==> config.mk <==
export PLATFORM = sky130hd
export DESIGN_NAME = booth_mac_sequencer_flat
export DESIGN_NICKNAME = d
export VERILOG_FILES = /design/src/rtl/booth_mac_pkg.sv /design/src/rtl/booth_mac_sequencer_if.sv /design/src/rtl/booth_digit_encoder.sv /design/src/rtl/booth_mac_sequencer.sv /design/src/flat_wrapper.sv
export SDC_FILE = /design/constraint.sdc
export NUM_CORES = 1
export LEC_CHECK = 0
export ABC_CLOCK_PERIOD_IN_PS = 7500
export CORE_ASPECT_RATIO = 1.75
export CORE_MARGIN = 4
export CORE_UTILIZATION = 30
export CTS_CLUSTER_SIZE = 24
export DETAILED_ROUTE_END_ITERATION = 12
export GPL_TIMING_DRIVEN = 0
export PLACE_DENSITY_LB_ADDON = 0.3
export SYNTH_ARGS = -nofsm -noshare
export SYNTH_HDL_FRONTEND = slang
export SYNTH_SLANG_ARGS = --single-unit
==> constraint.sdc <==
create_clock -name clk -period 7.5 [get_ports clk]
set_input_delay 0.75 -clock clk [delete_from_list [all_inputs] [get_ports clk]]
set_output_delay 0.75 -clock clk [all_outputs]
set_load 0.03 [all_outputs]
==> src/rtl/booth_mac_pkg.sv <==
// Shared types for the radix-4 Booth multiply-accumulate sequencer.
// States, Booth digit bundle and digit-count helper.
package booth_mac_pkg;

    typedef enum logic [1:0] {
        IDLE,
        MUL,
        OUT
    } state_t;

    typedef struct packed {
        logic zero;
        logic neg;
        logic shift;
    } booth_digit_t;

    function automatic int digit_count(input int width);
        return width / 2;
    endfunction

endpackage

==> src/rtl/booth_mac_sequencer_if.sv <==
// Operand-in / result-out handshake bundle of the Booth MAC sequencer.
// master drives operands and consumes results; slave is the sequencer.
interface booth_mac_sequencer_if #(
    parameter int WIDTH     = 8,
    parameter int ACC_WIDTH = 24
);
    logic                 in_valid;
    logic                 in_ready;
    logic [WIDTH-1:0]     in_a;
    logic [WIDTH-1:0]     in_b;
    logic                 in_last;
    logic                 out_valid;
    logic                 out_ready;
    logic [ACC_WIDTH-1:0] out_data;
    logic                 busy;

    modport master (
        output in_valid, in_a, in_b, in_last, out_ready,
        input  in_ready, out_valid, out_data, busy
    );

    modport slave (
        input  in_valid, in_a, in_b, in_last, out_ready,
        output in_ready, out_valid, out_data, busy
    );
endinterface

==> src/rtl/booth_digit_encoder.sv <==
// Radix-4 Booth recoder: bit triplet {b[2i+1], b[2i], b[2i-1]}
// to a digit in {-2,-1,0,+1,+2}.
module booth_digit_encoder
    import booth_mac_pkg::*;
(
    input  logic [2:0]   triplet,
    output booth_digit_t digit
);
    always_comb begin
        digit = '0;
        unique case (triplet)
            3'b000, 3'b111: digit.zero = 1'b1;
            3'b001, 3'b010: digit.neg  = 1'b0;
            3'b011:         digit.shift = 1'b1;
            3'b100: begin
                digit.neg   = 1'b1;
                digit.shift = 1'b1;
            end
            3'b101, 3'b110: digit.neg = 1'b1;
            default:        digit.zero = 1'b1;
        endcase
    end
endmodule

==> src/rtl/booth_mac_sequencer.sv <==
// Multi-cycle signed MAC: one shared radix-4 Booth digit per cycle,
// accumulating a dot product released on the pair flagged last.
module booth_mac_sequencer
    import booth_mac_pkg::*;
#(
    parameter int WIDTH     = 8,
    parameter int ACC_WIDTH = 24
) (
    input logic                  clk,
    input logic                  rst,
    booth_mac_sequencer_if.slave bus
);
    localparam int N  = digit_count(WIDTH);
    localparam int CW = (N > 1) ? $clog2(N) : 1;
    localparam int AW = WIDTH + 2;

    state_t               state_q;
    state_t               state_d;
    logic [CW-1:0]        cnt_q;
    logic [WIDTH-1:0]     a_q;
    logic [WIDTH-1:0]     b_q;
    logic                 last_q;
    logic [ACC_WIDTH-1:0] acc_q;

    logic                 in_ready;
    logic                 in_fire;
    logic                 out_fire;
    logic                 last_digit;
    logic [WIDTH:0]       b_ext;
    logic [2:0]           triplet;
    booth_digit_t         digit;
    logic [AW-1:0]        a_ext;
    logic [AW-1:0]        mag;
    logic [AW-1:0]        pp;
    logic [ACC_WIDTH-1:0] pp_ext;
    logic [ACC_WIDTH-1:0] pp_sh;

    assign in_ready   = (state_q == IDLE) && !rst;
    assign in_fire    = bus.in_valid && in_ready;
    assign out_fire   = (state_q == OUT) && bus.out_ready;
    assign last_digit = (cnt_q == CW'(N - 1));

    assign bus.in_ready  = in_ready;
    assign bus.out_valid = (state_q == OUT);
    assign bus.out_data  = acc_q;
    assign bus.busy      = (state_q != IDLE);

    // b[-1] = 0 sits below the multiplier LSB
    assign b_ext = {b_q, 1'b0};

    always_comb begin
        triplet = '0;
        for (int k = 0; k < N; k++) begin
            if (cnt_q == CW'(k)) triplet = b_ext[2*k +: 3];
        end
    end

    booth_digit_encoder u_enc (
        .triplet (triplet),
        .digit   (digit)
    );

    // two guard bits keep -2 * (-2^(WIDTH-1)) exact
    assign a_ext  = {{2{a_q[WIDTH-1]}}, a_q};
    assign mag    = digit.shift ? {a_ext[AW-2:0], 1'b0} : a_ext;
    assign pp     = digit.zero ? '0 : (digit.neg ? -mag : mag);
    assign pp_ext = {{(ACC_WIDTH-AW){pp[AW-1]}}, pp};
    assign pp_sh  = pp_ext << {cnt_q, 1'b0};

    always_ff @(posedge clk or posedge rst) begin
        if (rst) state_q <= IDLE;
        else     state_q <= state_d;
    end

    always_comb begin
        state_d = state_q;
        unique case (state_q)
            IDLE: if (in_fire) state_d = MUL;
            MUL:  if (last_digit) state_d = last_q ? OUT : IDLE;
            OUT:  if (bus.out_ready) state_d = IDLE;
            default: state_d = IDLE;
        endcase
    end

    always_ff @(posedge clk or posedge rst) begin
        if (rst) begin
            cnt_q  <= '0;
            a_q    <= '0;
            b_q    <= '0;
            last_q <= 1'b0;
            acc_q  <= '0;
        end else begin
            if (in_fire) begin
                a_q    <= bus.in_a;
                b_q    <= bus.in_b;
                last_q <= bus.in_last;
                cnt_q  <= '0;
            end
            if (state_q == MUL) begin
                acc_q <= acc_q + pp_sh;
                cnt_q <= cnt_q + 1'b1;
            end
            if (out_fire) acc_q <= '0;
        end
    end
endmodule
==> src/flat_wrapper.sv <==
// flat-port wrapper written by rule: the top's interface ports become plain ports
module booth_mac_sequencer_flat import booth_mac_pkg::*;
#(
    parameter int WIDTH     = 8,
    parameter int ACC_WIDTH = 24
)
  (clk, rst, bus_in_valid, bus_in_a, bus_in_b, bus_in_last, bus_out_ready, bus_in_ready, bus_out_valid, bus_out_data, bus_busy);
  booth_mac_sequencer_if #(.WIDTH(WIDTH), .ACC_WIDTH(ACC_WIDTH)) bus_i ();
  input logic clk;
  input logic rst;
  input wire logic [$bits(bus_i.in_valid)-1:0] bus_in_valid;
  input wire logic [$bits(bus_i.in_a)-1:0] bus_in_a;
  input wire logic [$bits(bus_i.in_b)-1:0] bus_in_b;
  input wire logic [$bits(bus_i.in_last)-1:0] bus_in_last;
  input wire logic [$bits(bus_i.out_ready)-1:0] bus_out_ready;
  output wire logic [$bits(bus_i.in_ready)-1:0] bus_in_ready;
  output wire logic [$bits(bus_i.out_valid)-1:0] bus_out_valid;
  output wire logic [$bits(bus_i.out_data)-1:0] bus_out_data;
  output wire logic [$bits(bus_i.busy)-1:0] bus_busy;
  assign bus_i.in_valid = bus_in_valid;
  assign bus_i.in_a = bus_in_a;
  assign bus_i.in_b = bus_in_b;
  assign bus_i.in_last = bus_in_last;
  assign bus_i.out_ready = bus_out_ready;
  assign bus_in_ready = bus_i.in_ready;
  assign bus_out_valid = bus_i.out_valid;
  assign bus_out_data = bus_i.out_data;
  assign bus_busy = bus_i.busy;
  booth_mac_sequencer #(.WIDTH(WIDTH), .ACC_WIDTH(ACC_WIDTH)) u_core (.clk(clk), .rst(rst), .bus(bus_i));
endmodule
==> results of run 1 <==
[cells in the final DEF (no fill, tap or decap), types with 16 or more instances in the layout]
cell type and n:
o21ai_0 39, dfrtp_1 45, nor2_1 27, clkdlybuf4s50_1 47, nand2_1 95, clkbuf_1 16, a21oi_1 36, ha_1 32
[layer usage]
metal	share of wire (%)	track usage, %
met1	36	16.4
met5	0	0
met3	2.1	1.45
met4	2.8	6.96
met2	59	31.6
[cell families after synthesis]
group / synth area share [%]
buffers and inverters: 3.47
adder cells (fa/ha/maj): 10.5
AO/OA/AOI/OAI: 29.9
multiplexers: 1.81
AND/OR/NAND/NOR: 22.8
flip-flops: 28.2
XOR/XNOR: 3.28
[worst paths after layout]
| kind | cells after the start | endpoint |
|---|---|---|
| worst max-delay path | 27 | u_core.bus.out_data[22] |
| worst min-delay path | 2 | u_core.b_q[0] |
| worst max register to register | 27 | u_core.bus.out_data[22] |
| worst min register to register | 2 | u_core.b_q[0] |
| max in group asynchronous | 3 | u_core.a_q[2] |
| min in group asynchronous | 2 | u_core.bus.out_data[22] |
[critical path: cells and delay by family, from the launching register on]
kind / cells / cell delay (ps)
adder cells (fa/ha/maj): 3 / 900
multiplexers: 2 / 600
flip-flops: 1 / 410
AND/OR/NAND/NOR: 5 / 1170
AO/OA/AOI/OAI: 12 / 2580
buffers and inverters: 5 / 970
[stage by stage]
| step | instance area, sq um | utilization (%) | std cells |
|---|---|---|---|
| floorplan | 4000 | - | 497 |
| global placement | 4680 | 36.0 | 715 |
| detailed placement | 4700 | 36.2 | 716 |
| CTS | 4870 | 37.5 | 724 |
| global route | 4870 | 37.5 | 724 |
| finish | 4870 | 37.5 | 724 |
[state kept, by name, indices dropped and copies added (netlist names)]
register,cells
u_core.bus.out_data,24
u_core.a_q,8
u_core.b_q,8
u_core.cnt_q,2
u_core.state_q,2
u_core.last_q,1
[layout make-up]
| type | instances | share of cell area, % |
|---|---|---|
| sequential | 45 | 23.1 |
| buffer | 17 | 1.54 |
| tap | 171 | 4.39 |
| inverter | 17 | 1.31 |
| clock buffer | 6 | 2.65 |
| multi-input combinational | 418 | 56.1 |
| clock inverter | 2 | 0.796 |
| timing repair buffer | 48 | 10.1 |
[synthesized netlist by cell type, drive strengths merged (2+ instances only)]
| cell | instances | share of area, % |
|---|---|---|
| a32o | 5 | 1.3 |
| and2 | 3 | 0.47 |
| nand2b | 3 | 0.47 |
| mux2i | 5 | 1.3 |
| clkbuf | 15 | 1.4 |
| nand3 | 14 | 1.8 |
| dfrtp | 45 | 28 |
| a31oi | 3 | 0.47 |
| inv | 16 | 1.5 |
| a211o | 5 | 1.1 |
| nand3b | 3 | 0.97 |
| o2111ai | 3 | 0.81 |
| o21ai | 45 | 5.9 |
| a21o | 10 | 1.9 |
| or3 | 8 | 1.3 |
| and3 | 3 | 0.47 |
| a21oi | 40 | 5.4 |
| a211oi | 11 | 2.8 |
| nor3b | 7 | 1.4 |
| o211ai | 5 | 1.1 |
| a22oi | 4 | 0.88 |
| ha | 32 | 10 |
| a31o | 3 | 0.66 |
| nor3 | 14 | 1.8 |
| nor2 | 27 | 2.5 |
| o21a | 6 | 1.1 |
| or2 | 2 | 0.31 |
| a21boi | 3 | 0.56 |
| nor2b | 9 | 1.4 |
| buf | 2 | 0.47 |
| o22ai | 2 | 0.31 |
| nand2 | 95 | 8.9 |
| a22o | 4 | 0.88 |
| xor2 | 8 | 1.8 |
| o2bb2ai | 2 | 0.44 |
| o31ai | 4 | 1.0 |
| or4 | 3 | 0.56 |
| xnor2 | 7 | 1.5 |
==> key figures, run 1 <==
Run status
  – Status: finished, final reports clean

Detailed routing
  – Drt drc: 0
  – Post-route ant nets: 0
  – Total number of vias: 3,929
  – Drt pass-1 iters: 4
  – First DRT Iteration DRCs: 186
  – DR WL/cell: between 15 and 20 um
  – Final wirelength: 12,000 um
  – Vias per cell: about 5.4

Floorplan
  – Die area: about 0.015 sq mm
  – Core area: approximately 0.013 sq mm
  – Die X: 95.3 um
  – Row count: 55
  – I/O Pins: 48
  – Initial Utilization: slightly above 30%
  – Die height: 161 um

Cells and area
  – Layout area overhead: 21.8%
  – N_diodes: 0
  – Storage cell area: 0.00113 sq mm
  – # nets final: 606
  – Share of post-route cells with drive strength above 1: around 7%
  – Filler cells: 1,346
  – Multi-input logic area: 0.00274 sq mm

Clock tree
  – CTS tree: done
  – CTS Buf Count: 5
  – Resized cells post-CTS: 0
  – Clock latency on the worst-skew pair: approximately 300 ps
  – Clock tree buffer depth: 2
  – Setup bufs post-CTS: 0
  – Clock-pin slew on the worst setup and hold paths: about 70 ps
  – Hold buffer count at CTS: 0
  – CTS Sinks: 45
  – Htree depth: 2
  – Root Buffer: clkbuf_16

Setup path
  – Worst-path fanout max: 11
  – Most frequent CP cell: ha_1
  – Flop2flop setup slack: 750 ps
  – Crit end category: flop
  – Crit. Startpoint: u_core.cnt_q[0]
  – Max incr delay on CP: 530 ps
  – CP max stage cell: a2111oi_0
  – RR Startpoint: u_core.cnt_q[0]
  – CP Class: reg2reg
  – Worst EP arrival: 6940 ps
  – Req. time, crit path: 7690 ps
  – Crit start category: flop

Synth
  – Synth Warn #: 0
  – #FFs+latches synth: between 40 and 50
  – Syn Nets: 551
  – Mapped Avg Cell Area: 8.05 sq um
  – Synthesized area: approximately 0.004 sq mm
  – Post-synthesis async set-or-reset flop share: 100%
  – Post-synth cell types: 78
  – Sequential element share of the synthesized area: 28.2%
  – Number of enable flip-flop cells after synthesis: 0
  – Mapped Cells: 497
  – Main synth FF type: dfrtp_1

Global route
  – GRT Total Usage: 16.1%
  – Initial antenna violation count: 0
  – Largest net degree at the start of global routing: 25
  – Global-route wire length before repair: 19,500 um
  – Number of global-route vias before repair: 4,024
  – Overflow after GRT: 0

STA
  – Final TNS setup: 0 ps
  – Clock Skew: 9.40 ps
  – Fmax: 148 MHz
  – WHS: roughly 490 ps
  – RSZ-0062 raised after global routing: no
  – Crit path setup slack, layout: roughly 750 ps
  – Final setup fails: 0
  – Post-layout min period: about 6700 ps
  – Crit share post-route: 90.0%
  – Actual slew at the worst max-slew pin: between 600 and 700 ps
  – Final Hold Vio Count: 0
  – Slew HR: 54.4%
  – Fin. max-slew vios: 0

Placement
  – Gpl congestion: between 0.9 and 1
  – Port Buf Inserts: 47
  – HPWL reported at the end of detailed placement: 9680 um
  – Pre-CTS setup slack: 830 ps

Min path
  – HP Class: reg2reg
  – Hold Startpoint: u_core.b_q[0]

Flow run
  – Max Cap Viol: 0
Power of run 1 is not shown: default switching activity piles up to over one toggle a cycle in this logic, so the estimate is an artifact.
==> inputs of run 2 (changes only) <==
Settings changed: ABC_AREA from default to 1.
==> key figures, run 2 <==
Placement
  – Pre-CTS setup slack: 2120 ps (+1290 ps)
  – Dpl cells: 745 (+4.1%)
  – HPWL reported at the end of detailed placement: 8890 um (-8.1%)
  – Port Buf Inserts: 47 (unchanged)
  – Gpl congestion: 0.894 (-2.4%)

Detailed routing
  – Post-route ant nets: 0 (unchanged)
  – Final wirelength: 10,900 um (-9.3%)
  – Drt drc: 0 (unchanged)
  – Vias per cell: 4.90 (-9.7%)
  – First DRT Iteration DRCs: 171 (-8.1%)
  – DR WL/cell: 14.5 um (-13%)
  – Drt pass-1 iters: 4 (unchanged)
  – Total number of vias: 3,691 (-6.1%)

Floorplan
  – Die height: 157 um (-2.5%)
  – I/O Pins: 48 (unchanged)
  – Die X: 93.0 um (-2.4%)
  – Initial Utilization: 30.5% (-0.27 points)
  – Die area: 0.0146 sq mm (-4.9%)
  – Row count: 54 (-1.8%)
  – Core area: 0.0124 sq mm (-4.4%)

Global route
  – GRT Total Usage: 15.5% (-0.56 points)
  – Initial antenna violation count: 0 (unchanged)
  – Number of global-route vias before repair: 3,857 (-4.2%)
  – Largest net degree at the start of global routing: 25 (unchanged)
  – Global-route wire length before repair: 18,200 um (-6.7%)
  – Overflow after GRT: 0 (unchanged)

Cells and area
  – Multi-input logic area: 0.00243 sq mm (-11%)
  – Layout Cells excl Fill: 753 (+4.0%)
  – Layout area overhead: 23.1%
  – Share of post-route cells with drive strength above 1: 12.1% (+5.3 points)
  – Filler cells: 1,351 (+0.37%)
  – Post-route core utilization: 37.5% (+0.070 points)
  – Max reg flops: 24 (unchanged)
  – # nets final: 638 (+5.3%)
  – N_diodes: 0 (unchanged)
  – Most common cell after layout, fill and taps aside: nand2_1
  – Storage cell area: 0.00113 sq mm (unchanged)
  – Commonest cells after routing, fill and taps aside: nand2_1 (132), a21oi_1 (50), o21ai_0 (48)

STA
  – Final setup fails: 0 (unchanged)
  – Actual slew at the worst max-slew pin: 562 ps (-121 ps)
  – Clock Skew: 10.5 ps (+1.13 ps)
  – Crit path setup slack, layout: 2110 ps (+1350 ps)
  – Fin. max-slew vios: 0 (unchanged)
  – RSZ-0062 raised after global routing: no
  – Fmax: 185 MHz (+25%)
  – Slew HR: 62.5% (+8.1 points)
  – Final TNS setup: 0 ps (unchanged)
  – Crit share post-route: 71.9% (-18 points)
  – Post-layout min period: 5390 ps (-1350 ps)
  – Final Hold Vio Count: 0 (unchanged)

Setup path
  – Req. time, crit path: 7680 ps (about the same)
  – Max incr delay on CP: 380 ps (-150 ps)
  – Crit end category: flop
  – CP max stage cell: dfrtp_1
  – Most frequent CP cell: o21ai_0
  – Flop2flop setup slack: 2110 ps (+1350 ps)
  – Crit start category: flop
  – CP Class: reg2reg
  – Worst EP arrival: 5580 ps (-1360 ps)
  – Worst-path fanout max: 10 (-1)

Synth
  – Top cells by area, synth: dfrtp_1 (30%), nand2_1 (13%), ha_1 (11%)
  – Mapped Avg Cell Area: 7.16 sq um (-11%)
  – Number of enable flip-flop cells after synthesis: 0 (unchanged)
  – Main synth FF type: dfrtp_1
  – Share of the synthesized area in the top cell type: 29.7% (+1.6 points)
  – Synth Warn #: 0 (unchanged)
  – Post-synthesis async set-or-reset flop share: 100% (unchanged)
  – Yosys top cell by area: dfrtp_1
  – Most common cell in the synthesized netlist: nand2_1
  – Mapped Cells: 529 (+6.4%)
  – Synthesized area: 0.00379 sq mm (-5.3%)
  – #FFs+latches synth: 45 (unchanged)
  – Post-synth cell types: 36 (-54%)
  – Syn Nets: 583 (+5.8%)
  – Post-synth top cells: nand2_1 (132), a21oi_1 (50), o21ai_0 (48)
  – Sequential element share of the synthesized area: 29.7% (+1.6 points)

Min path
  – HP Class: reg2reg

Clock tree
  – Resized cells post-CTS: 0 (unchanged)
  – CTS Buf Count: 5 (unchanged)
  – Clock-pin slew on the worst setup and hold paths: 70 ps (about the same)
  – Htree depth: 2 (unchanged)
  – Clock tree buffer depth: 2 (unchanged)
  – Clock latency on the worst-skew pair: 300 ps (about the same)
  – Hold buffer count at CTS: 0 (unchanged)
  – Root Buffer: clkbuf_16
  – CTS tree: done
  – Setup bufs post-CTS: 0 (unchanged)
  – CTS Sinks: 45 (unchanged)

Flow run
  – Max Cap Viol: 0 (unchanged)

Run status
  – Status: finished, final reports clean
==> run 2: cell count changes after synthesis, moves of 8 or more <==
| cell | delta |
|---|---|
| a21o_1 | -8 |
| a21oi_1 | +14 |
| inv_1 | +25 |
| nand2_1 | +37 |
| nand2_2 | +10 |
| nand2_4 | +13 |
| nand3_1 | +23 |
| nor2_1 | +19 |
| nor2b_1 | -9 |
| nor3_1 | -11 |
| o21ai_0 | +9 |
| or3_1 | -8 |
| xor2_1 | -8 |
==> run 2: area by class of cell <==
class / instances / area share (%)
Timing Repair Buffer: 48 / 10.5
Clock inverter: 3 / 1.07
Clock buffer: 5 / 2.68
Inverter: 47 / 3.78
Tap cell: 168 / 4.51
Multi-Input combinational cell: 426 / 52.1
Buffer: 11 / 1.26
Sequential cell: 45 / 24.1
==> run 2: metrics by stage <==
stage	hold slack (ps)	instance area (sq um)
2_1_floorplan	479	3790
3_3_place_gp	496	4470
3_5_place_dp	506	4490
4_1_cts	523	4670
5_1_grt	541	4670
6_report	515	4670
==> run 2: cells by family (layout without fill, tap and decap cells) <==
logic type	count (synthesis)	after routing	share of synthesized area (%)
mux	7	7	2.08
buf+inv	58	114	6.21
flops	45	45	29.7
compound gates	128	128	18.9
fa+ha+maj	33	33	11.1
simple gates	258	258	32.1
==> run 2: critical path, delay by kind of cell (launching register included) <==
| kind | cells | cell delay [ps] |
|---|---|---|
| simple gates | 15 | 1600 |
| fa+ha+maj | 3 | 780 |
| flops | 1 | 380 |
| buf+inv | 5 | 960 |
| compound gates | 8 | 1570 |
==> run 2: layer usage <==
| layer | vias to the layer above | track usage, % | share of wire [%] |
|---|---|---|---|
| met5 | - | 0 | 0 |
| met4 | 0 | 7.13 | 3.3 |
| met3 | 21 | 1.88 | 2.8 |
| met2 | 72 | 31.4 | 57 |
| met1 | 1712 | 15.2 | 37 |
| li1 | 1886 | - | - |
==> run 2: path summary, 6_finish.rpt <==
| kind | start | to | cells after the start |
|---|---|---|---|
| max in group asynchronous | rst | u_core.bus.out_data[15] | 3 |
| worst max register to register | u_core.cnt_q[1] | u_core.bus.out_data[12] | 31 |
| worst max-delay path | u_core.cnt_q[1] | u_core.bus.out_data[12] | 31 |
| worst min register to register | u_core.last_q | u_core.last_q | 1 |
| worst min-delay path | u_core.last_q | u_core.last_q | 1 |
| min in group asynchronous | rst | u_core.b_q[7] | 2 |
Power of run 2 is left out for the same reason.
